## src/rtl/lfsr16_loss_window.sv

```systemverilog
`default_nettype none
// ============================================================================
//  Module   : lfsr16_loss_window
//  Brief    : Counts valid bits in a fixed observation window and the errors
//             seen in it; flags loss when the error count reaches LOSS_THR.
//  Revision : 1.0  initial release
// ============================================================================
module lfsr16_loss_window #(
    parameter int WINDOW   = 64,
    parameter int LOSS_THR = 8
) (
    input  logic clk,
    input  logic rst,
    input  logic i_step,
    input  logic i_err,
    input  logic i_clear,
    output logic o_loss
);

    localparam logic [15:0] c_WIN_LAST = 16'(WINDOW - 1);
    localparam logic [15:0] c_THR_M1   = 16'(LOSS_THR - 1);

    logic [15:0] r_bits;
    logic [15:0] r_err;
    logic        w_wrap;

    assign w_wrap = (r_bits == c_WIN_LAST);

    // Loss is decided on the bit itself so the FSM can leave LOCKED on the
    // same edge; the wrap bit still belongs to the closing window.
    assign o_loss = i_step & i_err & (r_err == c_THR_M1);

    // Window position and per-window error accumulation
    always_ff @(posedge clk or negedge rst) begin
        if (!rst) begin
            r_bits <= 16'd0;
            r_err  <= 16'd0;
        end else if (i_clear) begin
            r_bits <= 16'd0;
            r_err  <= 16'd0;
        end else if (i_step) begin
            if (w_wrap) begin
                r_bits <= 16'd0;
                r_err  <= 16'd0;
            end else begin
                r_bits <= r_bits + 16'd1;
                r_err  <= r_err + {15'd0, i_err};
            end
        end
    end

endmodule
`default_nettype wire

```

## config.mk

```make
export PLATFORM = sky130hd
export DESIGN_NAME = lfsr16_loss_window
export DESIGN_NICKNAME = d
export VERILOG_FILES = /design/src/rtl/lfsr16_loss_window.sv
export SDC_FILE = /design/constraint.sdc
export NUM_CORES = 1
export LEC_CHECK = 0
export CORE_MARGIN = 2
export CORE_UTILIZATION = 60
export DETAILED_ROUTE_END_ITERATION = 8
export PLACE_DENSITY = 0.78
export SETUP_SLACK_MARGIN = 0.15
export SKIP_LAST_GASP = 1
export SLEW_MARGIN = 20
export SYNTH_ARGS = -nofsm -noshare
export SYNTH_HDL_FRONTEND = slang
export SYNTH_SLANG_ARGS = --single-unit
```

## constraint.sdc

```tcl
create_clock -name clk -period 2.2 [get_ports clk]
set_clock_uncertainty 0.15 [all_clocks]
set_input_delay 0.22 -clock clk [delete_from_list [all_inputs] [get_ports clk]]
set_output_delay 0.22 -clock clk [all_outputs]
set_load 0.05 [all_outputs]
```

## Word level (Yosys, flattened, before mapping)

Cells that the tools add are included.

| storage, ports and cells | value |
|---|---|
| word-level logic and storage cells | 15 |
| input port bits | 5 |
| output and inout port bits | 1 |
| flip-flop bits (word level) | 32 |

| cells by class | value |
|---|---|
| eq/ne operators | 2 |
| mux-type cells | 6 |
| reductions and logical operators | 1 |
| bitwise logic cells | 2 |
| $add $sub $neg | 2 |

Operators by type and width:

| cell | number |
|---|---|
| 16-bit 2-to-1 mux | 6 |
| 16-bit by 1-bit adder with 16-bit output | 1 |
| 16-bit by 1-bit adder with 16-bit output (second input constant) | 1 |
| 16-bit by 3-bit equality test with 1-bit output (second input constant) | 1 |
| 16-bit by 6-bit equality test with 1-bit output (second input constant) | 1 |
| 1-bit AND | 2 |
| 2-bit nonzero test | 1 |

## Depth between registers and ports, before layout

| logic depth | value |
|---|---|
| depth in word-level cells | 4 |
| gate-level depth with buffers | 6 |

## Worst setup path before layout

Ideal clock, no wire load.

| timing path | value |
|---|---|
| path kind | register -> output |
| from | register r_err[1] |
| to | output port o_loss |
| arrival time | 2.285 ns |
| required time | 1.830 ns |
| stages on the path, launching flop included | 6 |
| slack | -0.455 ns |
| path buffers | 1 |
| path through | dfrtp_1 buf_2 nand4b_1 nor3_1 nand3_1 nor4_1 |

| between the ends | value |
|---|---|
| word-level cells in the longest chain between the ends | 2 |

Ends and longest elaborated chain:

| item | line | text |
|---|---|---|
| from (decl) | 24 | `logic [15:0] r_err;` |
| from (signal assigned) | 47 | `r_err <= r_err + {15'd0, i_err};` |
| 16-bit by 3-bit equality test with 1-bit output | 31 | `assign o_loss = i_step & i_err & (r_err == c_THR_M1);` |
| 1-bit AND | 31 |  |
| to (decl) | 17 | `output logic o_loss` |

No other way between the ends.

## Worst setup path in the final report

| timing path | value |
|---|---|
| from | register r_err[14] |
| to | output port o_loss |

Same word-level chain as after synthesis.

==> flow_summary.yaml <==
routing:
  wirelength_um: 3980
  vias: 1502
  routedWlPerCell_um: 16.3
  wl_met3_um: 175
  drc: 0
  met2_length_um: 1980
  vias_per_cell: 6.16
  drtIter0Drc: 73
  topRoutingLayerUsed: "met4"
  firstDrtPassIters: 4
  ant_nets: 0
  met1_length_um: 1780
yosys:
  synth_area_mm2: 0.00176
  synthArstFlopShare_pct: 100
  synth_edf_count: 0
  syn_inst: 185
  syn-num-nets: 193
  ys.flop_type: "dfrtp_1"
  yosysWarnings: 0
  syn_area_per_cell_um2: 9.50
  synth.distinct_cells: 36
  synth-seq-cells: 32
  synth-seq-area-share_pct: 45.6
worst_setup_path:
  cp_max_fo: 2
  startpoint_type: "flop"
  crit_cells: 5
  timing.rr.start: "r_err[0]"
  worst_setup_path_end_kind: "primary output"
  reg2reg_depth: 5
  arrival_ps: 1690
  reg2reg_setup_slack_ps: 170
  path_buf_inv: 1
  cpMaxStageDelayCell: "dfrtp_1"
  r2r_end: "r_err[15]"
  crit_type: "reg -> out"
  cp_data_required_time_ps: 1830
  path_cells: "nand4b_1 -> nor3_1 -> nand3_1 -> nor4_4 -> buf_12"
  cp_slowest_stage_delay_ps: 400
  cp_top_family: "simple AND/OR/NAND/NOR gates"
status:
  outcome: "finished clean"
pwr:
  p_comb_share_pct: 7.0
  cellPowerDensity_mw_per_mm2: 488
  p_leak_nw: 0.798
  p_int_uw: 779
  sw_frac_of_total_pct: 23.9
  p_seq_share_pct: 58.6
  ir_drop_mv: 0.525
  clock_power_share_pct: 34.4
  totalPowerFinal_mw: 1.02
  p_sw_uw: 245
clocking:
  cts_tree: "built"
  cts_buffer_depth: 2
  clock_latency_ps: 350
  numCtsBuffers: 5
  cts.clk_slew.worst_paths_ps: 100
  ctsHoldBuffers: 0
  htreeDepth: 2
  clock-sinks: 32
  cts_root_buf: "clkbuf_4"
floorplan:
  num_rows: 19
  fp.coreArea_mm2: 0.00276
  die_area_mm2: 0.00338
  die_y_um: 58.1
  io_pins: 6
  start_util_pct: 63.7
  fp.dieW_um: 58.1
layout:
  final_cells: 244
  antenna_cells: 0
  fin_nets: 220
  stdcell_area_mm2: 0.00210
  final_common_cell: "nor2_1"
  mostFrequentLayoutCells: "nor2_1, dfrtp_1, buf_4"
  syn_to_final_growth_pct: 19.6
  fin_util_pct: 76.2
  drive_gt1_share_pct: 20.2
  seqCellArea_um2: 806
  multiInputGateArea_um2: 966
  n_fill_cell: 192
global_routing:
  grt_pass1_wl_um: 6750
  grt_usage_pct: 26.3
  grt_max_degree: 33
  grt-ovfl-total: 0
  grt_pass1_vias: 1446
  antenna_found_initial: 0
timing:
  grt_setup_unrepaired: "yes"
  maxSlewViolCount: 0
  tns_ps: 0
  fmax_mhz: 486
  finalSetupViolCount: 0
  hold_viol: 0
  relSlewSlack_pct: 65.5
  fin_crit_sh_pct: 93.4
  tightest_slew_ps: 516
  fin_crit_ps: 2060
placed_design:
  dp_hpwl_um: 2710
  io_buffers: 5
  placed_cell_area_mm2: 0.00195
  dp_cells: 229
  gp_congestion: 0.869
flow_run:
  maxCapViolations: 0
hold_path:
  hold_path.class: "in -> async"
[area by class of cell]
class / count / share of cell area, %
sequential: 32 / 38.4
clock buffer: 8 / 2.80
multi-input combinational: 143 / 46.0
timing repair buffer: 26 / 10.3
tap: 31 / 1.85
inverter: 4 / 0.715
[state kept, by name (all words and copies together) (netlist names)]
signal / count
r_bits: 16
r_err: 16
[how the worst max path moves through the flow]
stage | end | slack, ps | startpoint
after floorplan | r_err[15] | 260 | r_err[0]
after global placement | r_err[15] | -50 | i_err
after detailed placement | r_err[14] | -140 | i_err
after CTS | o_loss | 150 | r_err[1]
after global routing | r_err[15] | 60 | r_err[0]
final | o_loss | 140 | r_err[14]
[worst register-to-register path: cells and delay by family, from the launching register on]
kind	cells	cell delay [ps]
simple gates	2	860
compound gates	2	280
fa+ha+maj	1	240
flops	1	430
[cells in the mapped netlist (2+ instances only)]
master     n  area [um2]
dfrtp_1   32         801
nor2_1    31         116
xnor2_1   18         158
nor4_1    16         100
nand2_1   12        45.0
nand4_1    9        56.3
nand3_1    8        40.0
xor2_1     6        52.6
nor3_1     5        25.0
inv_1      4        15.0
or3_1      4        25.0
a21oi_1    3        15.0
clkbuf_1   3        11.3
ha_1       3        37.5
or4_1      3        22.5
a22o_1     2        17.5
a31oi_1    2        12.5
and3_1     2        12.5
and4_1     2        17.5
buf_2      2        10.0
nor4bb_1   2        20.0
o21ai_0    2        10.0
[power by group through the flow]
stage / Sequential [mW] / Clock, mW / Combinational [mW]
4_1_cts: 0.602 / 0.357 / 0.0663
3_3_place_gp: 0.613 / 0 / 0.0639
6_report: 0.601 / 0.353 / 0.0714
5_1_grt: 0.602 / 0.382 / 0.0790
3_5_place_dp: 0.613 / 0 / 0.0662
2_1_floorplan: 0.609 / 0 / 0.0318
[metal layers]
layer | track usage [%] | vias up
met5 | 0 | -
met4 | 9.30 | 0
met3 | 7.37 | 7
met2 | 42.4 | 39
met1 | 34.3 | 721
li1 | - | 735
[kinds of logic after synthesis]
family / synth area share (%)
DFF: 45.6
xor gates and xnor gates: 12.0
AOI/OAI and AO/OA: 8.05
and+or+nand+nor: 29.1
adders and majority gates: 2.14
muxes: 0.641
buffers and inverters: 2.49
[stage by stage]
stage | hold WS, ps | setup slack (ps)
floorplan | -226 | 259
global placement | 396 | -52.6
detailed placement | 406 | -144
CTS | 118 | 153
global route | 155 | 60.4
finish | 101 | 144
[what timing repair did]
item,in CTS,in global routing
setup buffers,2,5
pin swaps,1,0
resized for setup,7,5
setup endpoints to repair,1,22
No activity file was read; power rests on OpenSTA's default activity.
